==> src/rtl/axi4_single_beat_master.sv <==
// -----------------------------------------------------------------------------
// axi4_single_beat_master
//
// AXI4 initiator that turns one command from a simple valid/ready port into a
// single-beat AXI4 read or write (LEN = 0, INCR, full-width SIZE). It returns
// the AXI response on a valid/ready response port. Only one transaction is
// outstanding at a time. It is used by the debug/boot controller and as a
// driver for slave peripherals.
//
// Ports
//   clk_i, reset_i      clock (rising edge), asynchronous active-low reset
//   cmd_*               command port: we/addr/wdata/wstrb with valid/ready
//   rsp_*               response port: rdata/resp/proto_err with valid/ready
//   m_aw* / m_w* / m_b* AXI4 write address, write data, write response
//   m_ar* / m_r*        AXI4 read address, read data
//
// Timing with a zero-wait slave: the command is accepted at cycle 0, AW/W (or
// AR) handshake at cycle 1, B (or R) at cycle 2, rsp_valid_o at cycle 3.
// -----------------------------------------------------------------------------
module axi4_single_beat_master #(
    parameter int ADDR_W = 32,
    parameter int DATA_W = 32,
    parameter int ID_W   = 4,
    parameter int TXN_ID = 0
) (
    input  logic                  clk_i,
    input  logic                  reset_i,

    // Command port
    input  logic                  cmd_valid_i,
    output logic                  cmd_ready_o,
    input  logic                  cmd_we_i,
    input  logic [ADDR_W-1:0]     cmd_addr_i,
    input  logic [DATA_W-1:0]     cmd_wdata_i,
    input  logic [DATA_W/8-1:0]   cmd_wstrb_i,

    // Response port
    output logic                  rsp_valid_o,
    input  logic                  rsp_ready_i,
    output logic [DATA_W-1:0]     rsp_rdata_o,
    output logic [1:0]            rsp_resp_o,
    output logic                  rsp_proto_err_o,

    // AXI4 write address channel
    output logic [ID_W-1:0]       m_awid_o,
    output logic [ADDR_W-1:0]     m_awaddr_o,
    output logic [7:0]            m_awlen_o,
    output logic [2:0]            m_awsize_o,
    output logic [1:0]            m_awburst_o,
    output logic                  m_awvalid_o,
    input  logic                  m_awready_i,

    // AXI4 write data channel
    output logic [DATA_W-1:0]     m_wdata_o,
    output logic [DATA_W/8-1:0]   m_wstrb_o,
    output logic                  m_wlast_o,
    output logic                  m_wvalid_o,
    input  logic                  m_wready_i,

    // AXI4 write response channel
    input  logic [ID_W-1:0]       m_bid_i,
    input  logic [1:0]            m_bresp_i,
    input  logic                  m_bvalid_i,
    output logic                  m_bready_o,

    // AXI4 read address channel
    output logic [ID_W-1:0]       m_arid_o,
    output logic [ADDR_W-1:0]     m_araddr_o,
    output logic [7:0]            m_arlen_o,
    output logic [2:0]            m_arsize_o,
    output logic [1:0]            m_arburst_o,
    output logic                  m_arvalid_o,
    input  logic                  m_arready_i,

    // AXI4 read data channel
    input  logic [ID_W-1:0]       m_rid_i,
    input  logic [DATA_W-1:0]     m_rdata_i,
    input  logic [1:0]            m_rresp_i,
    input  logic                  m_rlast_i,
    input  logic                  m_rvalid_i,
    output logic                  m_rready_o
);

    // -------------------------------------------------------------------------
    // Constants
    // -------------------------------------------------------------------------
    localparam int              STRB_W     = DATA_W / 8;
    localparam logic [2:0]      AXI_SIZE   = 3'($clog2(STRB_W));
    localparam logic [1:0]      AXI_INCR   = 2'b01;
    localparam logic [ID_W-1:0] TXN_ID_VAL = ID_W'(TXN_ID);

    typedef enum logic [2:0] {
        S_IDLE,
        S_WR_REQ,
        S_WR_RESP,
        S_RD_REQ,
        S_RD_DATA,
        S_RSP
    } state_e;

    // -------------------------------------------------------------------------
    // State and registered outputs
    // -------------------------------------------------------------------------
    state_e                state_q;
    logic                  cmd_ready_q;
    logic [ADDR_W-1:0]     addr_q;
    logic [DATA_W-1:0]     wdata_q;
    logic [STRB_W-1:0]     wstrb_q;

    logic                  awvalid_q;
    logic                  wvalid_q;
    logic                  aw_done_q;
    logic                  w_done_q;
    logic                  bready_q;
    logic                  arvalid_q;
    logic                  rready_q;

    logic                  rsp_valid_q;
    logic [DATA_W-1:0]     rsp_rdata_q;
    logic [1:0]            rsp_resp_q;
    logic                  rsp_err_q;

    // -------------------------------------------------------------------------
    // Handshakes and derived next-state terms
    // -------------------------------------------------------------------------
    logic cmd_hs;
    logic aw_hs;
    logic w_hs;
    logic b_hs;
    logic ar_hs;
    logic r_hs;
    logic rsp_hs;
    logic aw_done_d;
    logic w_done_d;
    logic b_err_d;
    logic r_err_d;

    assign cmd_hs = cmd_valid_i & cmd_ready_q;
    assign aw_hs  = awvalid_q & m_awready_i;
    assign w_hs   = wvalid_q  & m_wready_i;
    // bready/rready are only ever high in their own state, so B/R beats that
    // arrive elsewhere are never accepted.
    assign b_hs   = bready_q  & m_bvalid_i;
    assign ar_hs  = arvalid_q & m_arready_i;
    assign r_hs   = rready_q  & m_rvalid_i;
    assign rsp_hs = rsp_valid_q & rsp_ready_i;

    // A channel counts as done if it finished earlier or finishes this cycle,
    // so AW and W may complete together or in either order.
    assign aw_done_d = aw_done_q | aw_hs;
    assign w_done_d  = w_done_q  | w_hs;

    assign b_err_d = (m_bid_i != TXN_ID_VAL);
    assign r_err_d = (m_rid_i != TXN_ID_VAL) | ~m_rlast_i;

    // -------------------------------------------------------------------------
    // Main FSM
    // -------------------------------------------------------------------------
    // NOTE: every register in this block uses non-blocking assignment so all
    // state updates at the edge see the same pre-edge values; blocking
    // assignment here would make results depend on statement order.
    always_ff @(posedge clk_i or negedge reset_i) begin
        if (!reset_i) begin
            state_q     <= S_IDLE;
            cmd_ready_q <= 1'b0;
            addr_q      <= '0;
            wdata_q     <= '0;
            wstrb_q     <= '0;
            awvalid_q   <= 1'b0;
            wvalid_q    <= 1'b0;
            aw_done_q   <= 1'b0;
            w_done_q    <= 1'b0;
            bready_q    <= 1'b0;
            arvalid_q   <= 1'b0;
            rready_q    <= 1'b0;
            rsp_valid_q <= 1'b0;
            rsp_rdata_q <= '0;
            rsp_resp_q  <= 2'b00;
            rsp_err_q   <= 1'b0;
        end else begin
            case (state_q)
                S_IDLE: begin
                    // Also raises ready on the first cycle after reset release.
                    cmd_ready_q <= 1'b1;
                    if (cmd_hs) begin
                        cmd_ready_q <= 1'b0;
                        addr_q      <= cmd_addr_i;
                        wdata_q     <= cmd_wdata_i;
                        wstrb_q     <= cmd_wstrb_i;
                        if (cmd_we_i) begin
                            state_q   <= S_WR_REQ;
                            awvalid_q <= 1'b1;
                            wvalid_q  <= 1'b1;
                            aw_done_q <= 1'b0;
                            w_done_q  <= 1'b0;
                        end else begin
                            state_q   <= S_RD_REQ;
                            arvalid_q <= 1'b1;
                        end
                    end
                end

                S_WR_REQ: begin
                    // Each valid drops only after its own handshake, and the
                    // address/data registers are held, so AXI stability holds.
                    if (aw_hs) begin
                        awvalid_q <= 1'b0;
                        aw_done_q <= 1'b1;
                    end
                    if (w_hs) begin
                        wvalid_q <= 1'b0;
                        w_done_q <= 1'b1;
                    end
                    if (aw_done_d && w_done_d) begin
                        state_q   <= S_WR_RESP;
                        aw_done_q <= 1'b0;
                        w_done_q  <= 1'b0;
                        bready_q  <= 1'b1;
                    end
                end

                S_WR_RESP: begin
                    if (b_hs) begin
                        state_q     <= S_RSP;
                        bready_q    <= 1'b0;
                        rsp_valid_q <= 1'b1;
                        rsp_rdata_q <= '0;
                        rsp_resp_q  <= m_bresp_i;
                        rsp_err_q   <= b_err_d;
                    end
                end

                S_RD_REQ: begin
                    if (ar_hs) begin
                        state_q   <= S_RD_DATA;
                        arvalid_q <= 1'b0;
                        rready_q  <= 1'b1;
                    end
                end

                S_RD_DATA: begin
                    if (r_hs) begin
                        state_q     <= S_RSP;
                        rready_q    <= 1'b0;
                        rsp_valid_q <= 1'b1;
                        rsp_rdata_q <= m_rdata_i;
                        rsp_resp_q  <= m_rresp_i;
                        rsp_err_q   <= r_err_d;
                    end
                end

                S_RSP: begin
                    // Response fields stay frozen until the consumer accepts;
                    // the AXI side is idle for as long as that takes.
                    if (rsp_hs) begin
                        state_q     <= S_IDLE;
                        rsp_valid_q <= 1'b0;
                        cmd_ready_q <= 1'b1;
                    end
                end

                default: begin
                    state_q <= S_IDLE;
                end
            endcase
        end
    end

    // -------------------------------------------------------------------------
    // Output mapping
    // -------------------------------------------------------------------------
    assign cmd_ready_o     = cmd_ready_q;

    assign rsp_valid_o     = rsp_valid_q;
    assign rsp_rdata_o     = rsp_rdata_q;
    assign rsp_resp_o      = rsp_resp_q;
    assign rsp_proto_err_o = rsp_err_q;

    assign m_awid_o        = TXN_ID_VAL;
    assign m_awaddr_o      = addr_q;
    assign m_awlen_o       = 8'd0;
    assign m_awsize_o      = AXI_SIZE;
    assign m_awburst_o     = AXI_INCR;
    assign m_awvalid_o     = awvalid_q;

    assign m_wdata_o       = wdata_q;
    assign m_wstrb_o       = wstrb_q;
    assign m_wlast_o       = 1'b1;
    assign m_wvalid_o      = wvalid_q;

    assign m_bready_o      = bready_q;

    assign m_arid_o        = TXN_ID_VAL;
    assign m_araddr_o      = addr_q;
    assign m_arlen_o       = 8'd0;
    assign m_arsize_o      = AXI_SIZE;
    assign m_arburst_o     = AXI_INCR;
    assign m_arvalid_o     = arvalid_q;

    assign m_rready_o      = rready_q;

endmodule

==> config.mk <==
export PLATFORM = sky130hd
export DESIGN_NAME = axi4_single_beat_master
export DESIGN_NICKNAME = d
export VERILOG_FILES = /design/src/rtl/axi4_single_beat_master.sv
export SDC_FILE = /design/constraint.sdc
export NUM_CORES = 1
export LEC_CHECK = 0
export CAP_MARGIN = 25
export CORE_MARGIN = 8
export CORE_UTILIZATION = 42
export CTS_BUF_LIST = sky130_fd_sc_hd__clkbuf_2
export DETAILED_ROUTE_END_ITERATION = 8
export GPL_ROUTABILITY_DRIVEN = 0
export PLACE_DENSITY = 0.95
export SLEW_MARGIN = 0
export SYNTH_ARGS = -nofsm -noshare
export SYNTH_HDL_FRONTEND = slang
export SYNTH_SLANG_ARGS = --single-unit
==> constraint.sdc <==
create_clock -name clk_i -period 4.15 [get_ports clk_i]
set_input_delay 0.6225 -clock clk_i [delete_from_list [all_inputs] [get_ports clk_i]]
set_output_delay 0.6225 -clock clk_i [all_outputs]
set_load 0.02 [all_outputs]
# After elaboration in Yosys (flattened, before gate mapping)
# Cells that the tools add are included.
# classes
addsub,0
mul,0
n_div,0
order_cmp,0
n_eq_ne,17
shift,0
muxes,48
n_bitwise,11
n_reduce_logical,23
# op_table
cell,n
two-way mux 32 bit,2
case mux 32 bit (2 select lines),1
two-way mux 1 bit,24
AND reduction 4 bit,6
"inequality test 2 bit, second input constant",10
two-way mux 3 bit,6
case mux 1 bit (2 select lines),9
case mux 3 bit (6 select lines),1
nonzero test 2 bit,6
AND reduction 3 bit,3
nonzero test 4 bit,2
bitwise AND 1 bit,7
"== test 3 x 2 -> 1 bit, second input constant",2
"== test 3 bit, second input constant",2
two-way mux 2 bit,3
"inequality test 3 bit, second input constant",2
AND reduction 6 bit,1
case mux 2 bit (2 select lines),1
AND reduction 2 bit,2
"== test 3 x 1 -> 1 bit, second input constant",1
logical NOT 3 bit,1
OR 1 bit,3
case mux 1 bit (3 select lines),1
nonzero test 3 bit,1
2 further kinds,2
# word_totals
regBits,115
latchBits,0
mem_bits_rw,0
mem_bits_ro,0
out_inout_bits,177
wordCells,115
mem_count,0

# Depth between registers and ports, before layout
# Gate-level depths: netlist (run 1).
# logic_depth
depth_word,5
depth_mapped,6
mapped_depth_nobuf,4

# Worst setup path after synthesis (run 1)
# No wires, ideal clock.
# synth_timing
path_kind,input to register
from,input cmd_valid_i
to,register addr_q[23] (netlist: m_araddr_o[23])
setup_ps,125
arrival_ps,1726
required_time_ps,4025
setup_slack_ps,2299
cell_stages,4
path_buffers,1
path_cell_list,nand2_1 nor4_4 buf_4 mux2_2
# synth_between
elab_chain_len,2
# synth_lines
item,line_no,rtl
"start, declared",30,"input logic cmd_valid_i,"
bitwise AND 1 bit,138,assign cmd_hs = cmd_valid_i & cmd_ready_q;
AND reduction 2 bit (no line),n/a,
"end signal, assigned",187,addr_q <= cmd_addr_i;
"end, declared",106,logic [ADDR_W-1:0] addr_q;
# Every way passes these cells.
# A chain may end at the register's enable or synchronous reset.

# Worst setup path after layout (run 1)
# layout_timing
from,register bready_q (netlist: m_bready_o)
to,output m_bready_o
# layout_lines
item,line_no,rtl
"start, declared",114,logic bready_q;
"start signal, assigned",173,bready_q <= 1'b0;
"start signal, assigned",218,bready_q <= 1'b1;
"start signal, assigned",225,bready_q <= 1'b0;
"end, declared",64,"output logic m_bready_o,"
# No word-level cell between the ends.

==> impl_metrics.json, run 1 <==
{
  "port_buffers": 264,
  "critPathBufInv": 1,
  "cts_setup_buffers": 0,
  "endpoint_kind": "output pin",
  "arrival_ns": 1.79,
  "die_area_sq_um": 16100,
  "grtUsageTotal": 0.1933,
  "layout.cells.most_common": "clkdlybuf4s50_1",
  "cts_tree": "built",
  "cts_buffers": 17,
  "yosysWarnings": 0,
  "startpoint": "m_bready_o",
  "critPathMaxFanout": 7,
  "r2r_start": "state_q[2]",
  "rsz0062_at_grt": "no",
  "area_delta_synth_final_pct": 49.49,
  "p_leak_nw": 3.445,
  "clk-insertion-delay-late_ns": 0.66,
  "htreeDepth": 4,
  "syn_avg_cell_area_sq_um": 11.55,
  "maxSlewHeadroom": 0.4065,
  "ys.flop_type": "dfrtp_1",
  "vdd.ir_drop.worst_mv": 0.1753,
  "r2r-end": "m_araddr_o[28]",
  "ios": 300,
  "cts.path.max_buffers": 2,
  "timing.fmax_ghz": 0.4140,
  "crit_path_cell_trace": "clkdlybuf4s50_1",
  "fillers": 919,
  "finalSetupTns_ns": 0,
  "endpoint": "m_bready_o",
  "cp.depth": 1,
  "r2r_cells": 3,
  "final_antenna_net_count": 0,
  "die_w_um": 126.9,
  "max_stage_delay_ns": 0.66,
  "core_sq_um": 12010,
  "remaining_drc_errors": 0,
  "vias": 4116,
  "synth-async-reset-ratio": 1.000,
  "gr-total-overflow": 0,
  "cp_slowest_cell": "clkdlybuf4s50_1",
  "status": "finished clean",
  "nNetsFinal": 803,
  "cp.required_ns": 3.53,
  "critPathTopFamily": "buffers and inverters",
  "fin_worst_skew_ns": 0.02802,
  "pwr_density_cell_nw_per_um2": 246.0,
  "rows": 40,
  "synth_seq_cells": 115,
  "grt_pass1_vias": 4391,
  "ys_types": 36,
  "viasPerCell": 4.912,
  "place_inst": 806,
  "routed_wirelength_mm": 15.90,
  "cts.sinks": 115,
  "hold_class": "in -> async",
  "synth_edf_count": 0,
  "initial_core_util": 0.4300,
  "fin_cells": 838,
  "critical_path_class": "reg -> out",
  "cts_root_buf": "clkbuf_2",
  "wl_per_cell_um": 18.98,
  "drv_cap": 0,
  "grt_max_degree": 83,
  "final_cell_mix": "clkdlybuf4s50_1 (263), dfrtp_1 (115), nand2_1 (77)",
  "fin_crit_sh": 0.5820,
  "critPathLaunchType": "flip-flop",
  "maxSlewViolCount": 0,
  "setup_viol": 0,
  "drive_above_1_share": 0.1433,
  "synth_seq_area_share": 0.5572,
  "timing.final.crit_period_ns": 2.415,
  "r2r_slack_ns": 1.87,
  "antenna_found_initial": 0,
  "antenna_cells": 0,
  "hpwl_mm": 12.29,
  "syn_inst": 447,
  "hold_viol": 0,
  "drt-initial-drc-count": 233,
  "synth_area_sq_um": 5165,
  "grt_first_pass_wirelength_mm": 24.27,
  "die_h_um": 126.9,
  "worst_slew_pin_slew_ns": 0.8902,
  "clk_pin_slew_worst_paths_ns": 0.18,
  "drtPass1Iterations": 4
}
==> worst min path at each step <==
stage	endpoint	startpoint	slack, ns	cells past startpoint
3_5_place_dp	rsp_rdata_o[5]	rsp_rdata_o[5]	0.47	2
3_3_place_gp	rsp_rdata_o[7]	rsp_rdata_o[7]	0.46	2
2_1_floorplan	aw_done_q	reset_i	0.33	0
4_1_cts	cmd_ready_o	reset_i	0.05	1
6_report	m_wdata_o[21]	reset_i	0.33	2
5_1_grt	m_araddr_o[0]	reset_i	0.23	2
==> sequential cells by signal (all words and copies together), names as in the netlist, 2 cells and up <==
register and flops:
m_wstrb_o 4, m_araddr_o 32, rsp_rdata_o 32, rsp_resp_o 2, m_wdata_o 32, state_q 3
==> routing by layer <==
metal / global-route usage / up-vias / share of wire
met5: 0 / - / 0
met4: 0.07978 / 0 / 0.018
met3: 0.07708 / 23 / 0.088
met2: 0.3407 / 213 / 0.53
met1: 0.2006 / 1992 / 0.37
li1: - / 1888 / -
==> power breakdown <==
part	total (W)	switching [W]	leakage (nW)	internal, W
registers	0.00112	0	1.60	0.00112
clock network	0.000602	0.000394	0.126	0.000208
logic	0.000176	0.0000711	1.72	0.000105
==> repair_timing <==
item                       CTS  global route
hold buffers                 0             1
resized for setup            0             0
setup endpoints to repair    0             0
hold endpoints to repair     0            13
==> through the flow <==
| stage | total power (W) | setup slack, ns | hold slack, ns | cell area (sq um) | utilization |
|---|---|---|---|---|---|
| after floorplan | 0.001198 | 2.299 | 0.3269 | 5289 | - |
| after global placement | 0.001310 | 1.533 | 0.4624 | 7512 | 0.6254 |
| after detailed placement | 0.001313 | 1.485 | 0.4688 | 7512 | 0.6254 |
| after CTS | 0.001931 | 1.638 | 0.04932 | 7684 | 0.6397 |
| after global routing | 0.001992 | 1.597 | 0.2344 | 7721 | 0.6428 |
| final | 0.001899 | 1.735 | 0.3309 | 7721 | 0.6428 |
==> layout make-up <==
type,count,area [sq um],area share
clock buffer,21,105.1,0.01361
clock inverter,9,66.31,0.008589
inverter,2,7.507,0.0009723
multi-input combinational,274,1773,0.2296
sequential,115,2878,0.3727
tap,147,183.9,0.02382
timing repair buffer,270,2708,0.3507
==> synth_stat cells (all sizes together) (2+ instances only) <==
cell type / number / area (sq um)
a21oi: 8 / 40.04
a22o: 3 / 26.28
a31oi: 4 / 25.02
and3: 3 / 18.77
and3b: 2 / 17.52
and4b: 2 / 20.02
buf: 81 / 616.8
clkbuf: 8 / 30.03
conb: 2 / 7.510
dfrtp: 115 / 2878
inv: 2 / 7.510
mux2: 68 / 765.7
mux2i: 2 / 20.02
nand2: 77 / 289.0
nor2: 5 / 18.77
nor3: 2 / 10.01
nor3b: 2 / 15.01
nor4: 4 / 40.04
o21ai: 45 / 225.2
or3: 2 / 12.51
==> kinds of logic (layout without fill, tap and decap cells) <==
| logic type | count (synthesis) | count (layout) | share of synthesized area |
|---|---|---|---|
| simple gates | 104 | 104 | 0.09206 |
| flops | 115 | 115 | 0.5572 |
| other cells | 2 | 35 | 0.001454 |
| mux | 70 | 70 | 0.1521 |
| buf+inv | 91 | 302 | 0.1267 |
| compound gates | 65 | 65 | 0.07050 |
No activity file was read; power rests on OpenSTA's default activity.
==> inputs of run 2 (changes only) <==
Settings changed: CORE_UTILIZATION 42 to 39, PLACE_DENSITY 0.95 to 0.91.
Clock period 4.15 ns to 2.33 ns, I/O delays scaled along.
==> impl_metrics.json, run 2 (synthesized netlist as in run 1, its figures left out) <==
{
  "status": "finished clean",
  "wl_per_cell_um": 17.87,
  "routed_wirelength_mm": 15.66,
  "final_cell_mix": "clkdlybuf4s50_1 (263), dfrtp_1 (115), nand2_1 (77)",
  "viasPerCell": 4.734,
  "die_w_um": 131.1,
  "use_met3": 0.06837,
  "initial_core_util": 0.3947,
  "cts_hold_buf": 2,
  "worst_slew_pin_slew_ns": 0.5919,
  "critPathTopFamily": "buffers and inverters",
  "htreeDepth": 4,
  "maxSlewHeadroom": 0.6054,
  "rows": 42,
  "timing.final.crit_period_ns": 2.124,
  "crit_path_cell_trace": "clkdlybuf4s50_1",
  "finalSetupTns_ns": 0,
  "grtUsageTotal": 0.1787,
  "core_sq_um": 13090,
  "rsz0062_at_grt": "no",
  "grt_pass1_vias": 4408,
  "cts_buffers": 17,
  "remaining_drc_errors": 0,
  "clk_pin_slew_worst_paths_ns": 0.18,
  "grt_first_pass_wirelength_mm": 23.43,
  "critPathMaxFanout": 7,
  "max_stage_delay_ns": 0.66,
  "ios": 300,
  "port_buffers": 264,
  "grt-busiest-layer": "met2",
  "clk-insertion-delay-late_ns": 0.66,
  "drtPass1Iterations": 6,
  "cts_tree": "built",
  "critPathLaunchType": "flip-flop",
  "cts.repair.resized": 0,
  "layout.cells.most_common": "clkdlybuf4s50_1",
  "critical_path_class": "reg -> out",
  "cts_root_buf": "clkbuf_2",
  "timing.fmax_ghz": 0.4708,
  "cts.path.max_buffers": 2,
  "drt-initial-drc-count": 234,
  "critPathBufInv": 1,
  "die_h_um": 131.1,
  "maxSlewViolCount": 0,
  "setup_viol": 0,
  "final_antenna_net_count": 0,
  "cp_slowest_cell": "clkdlybuf4s50_1",
  "area_delta_synth_final_pct": 53.90,
  "pwr_density_cell_nw_per_um2": 464.1,
  "hold_viol": 0,
  "cts_setup_buffers": 0,
  "cts.sinks": 115,
  "vdd.ir_drop.worst_mv": 0.2680,
  "fin_crit_sh": 0.9117,
  "p_leak_nw": 3.517,
  "drv_cap": 0,
  "vias": 4147,
  "die_area_sq_um": 17180,
  "grt_max_degree": 70,
  "antenna_found_initial": 1,
  "grt_use_met1": 0.1885,
  "fin_worst_skew_ns": 0.02917,
  "final_core_util": 0.6075,
  "hpwl_mm": 12.11,
  "hold_class": "in -> reg",
  "arrival_ns": 1.77,
  "gr-total-overflow": 0,
  "endpoint_kind": "output pin",
  "use_met2": 0.3179,
  "antenna_cells": 0,
  "nNetsFinal": 810,
  "fillers": 1010,
  "drive_above_1_share": 0.1557,
  "cp.required_ns": 1.98
}
## run 2: changes by cell type in the layout (fill, tap and decap cells not counted), moves of 2 or more
cell	delta
buf_12	+6
bufinv_16	+2
clkinvlp_4	+3
clkinv_1	-2
clkbuf_2	-3
clkinv_4	+2
## run 2: power breakdown
part | internal (W) | switching, W
clock network | 0.000596 | 0.000782
logic | 0.000187 | 0.000127
registers | 0.00200 | 0
total | 0.00278 | 0.000909
## run 2: routing by layer
metal,up-vias,part of all wire
met1,1983,0.35
met5,-,0.00083
met2,228,0.52
li1,1903,-
met4,2,0.017
met3,31,0.11
## run 2: final timing paths
path,cells after the start,from,slack (ns),endpoint
worst min-delay path,3,m_rdata_i[15],0.21,rsp_rdata_o[15]
max in group asynchronous,3,reset_i,1.47,m_rready_o
worst min register to register,2,rsp_rdata_o[25],0.50,rsp_rdata_o[25]
worst max-delay path,1,m_bready_o,0.21,m_bready_o
worst max register to register,4,state_q[2],0.32,state_q[1]
min in group asynchronous,3,reset_i,0.22,m_awvalid_o
## run 2: layout make-up
type	instances	area (sq um)	area share
timing repair buffer	277	2818	0.3545
sequential	115	2878	0.3620
inverter	2	7.507	0.0009444
tap	176	220.2	0.02770
clock inverter	14	162.7	0.02046
clock buffer	18	90.09	0.01133
multi-input combinational	274	1773	0.2230
## run 2: through the flow
stage	total power [W]	setup slack [ns]	cells	area, sq um	hold slack [ns]
floorplan	0.002133	0.5457	480	5289	0.05391
global placement	0.002337	0.2664	842	7676	0.1706
detailed placement	0.002342	0.2061	842	7676	0.1722
CTS	0.003748	0.1026	876	7949	0.1135
global route	0.003857	0.05662	876	7949	0.1283
finish	0.003689	0.2058	876	7949	0.2148
==> inputs of run 3 (changes only) <==
Settings changed: SLEW_MARGIN 0 to not set.
==> results of run 3 <==
The final DEF is identical to that of run 2; final timing and power are the same.
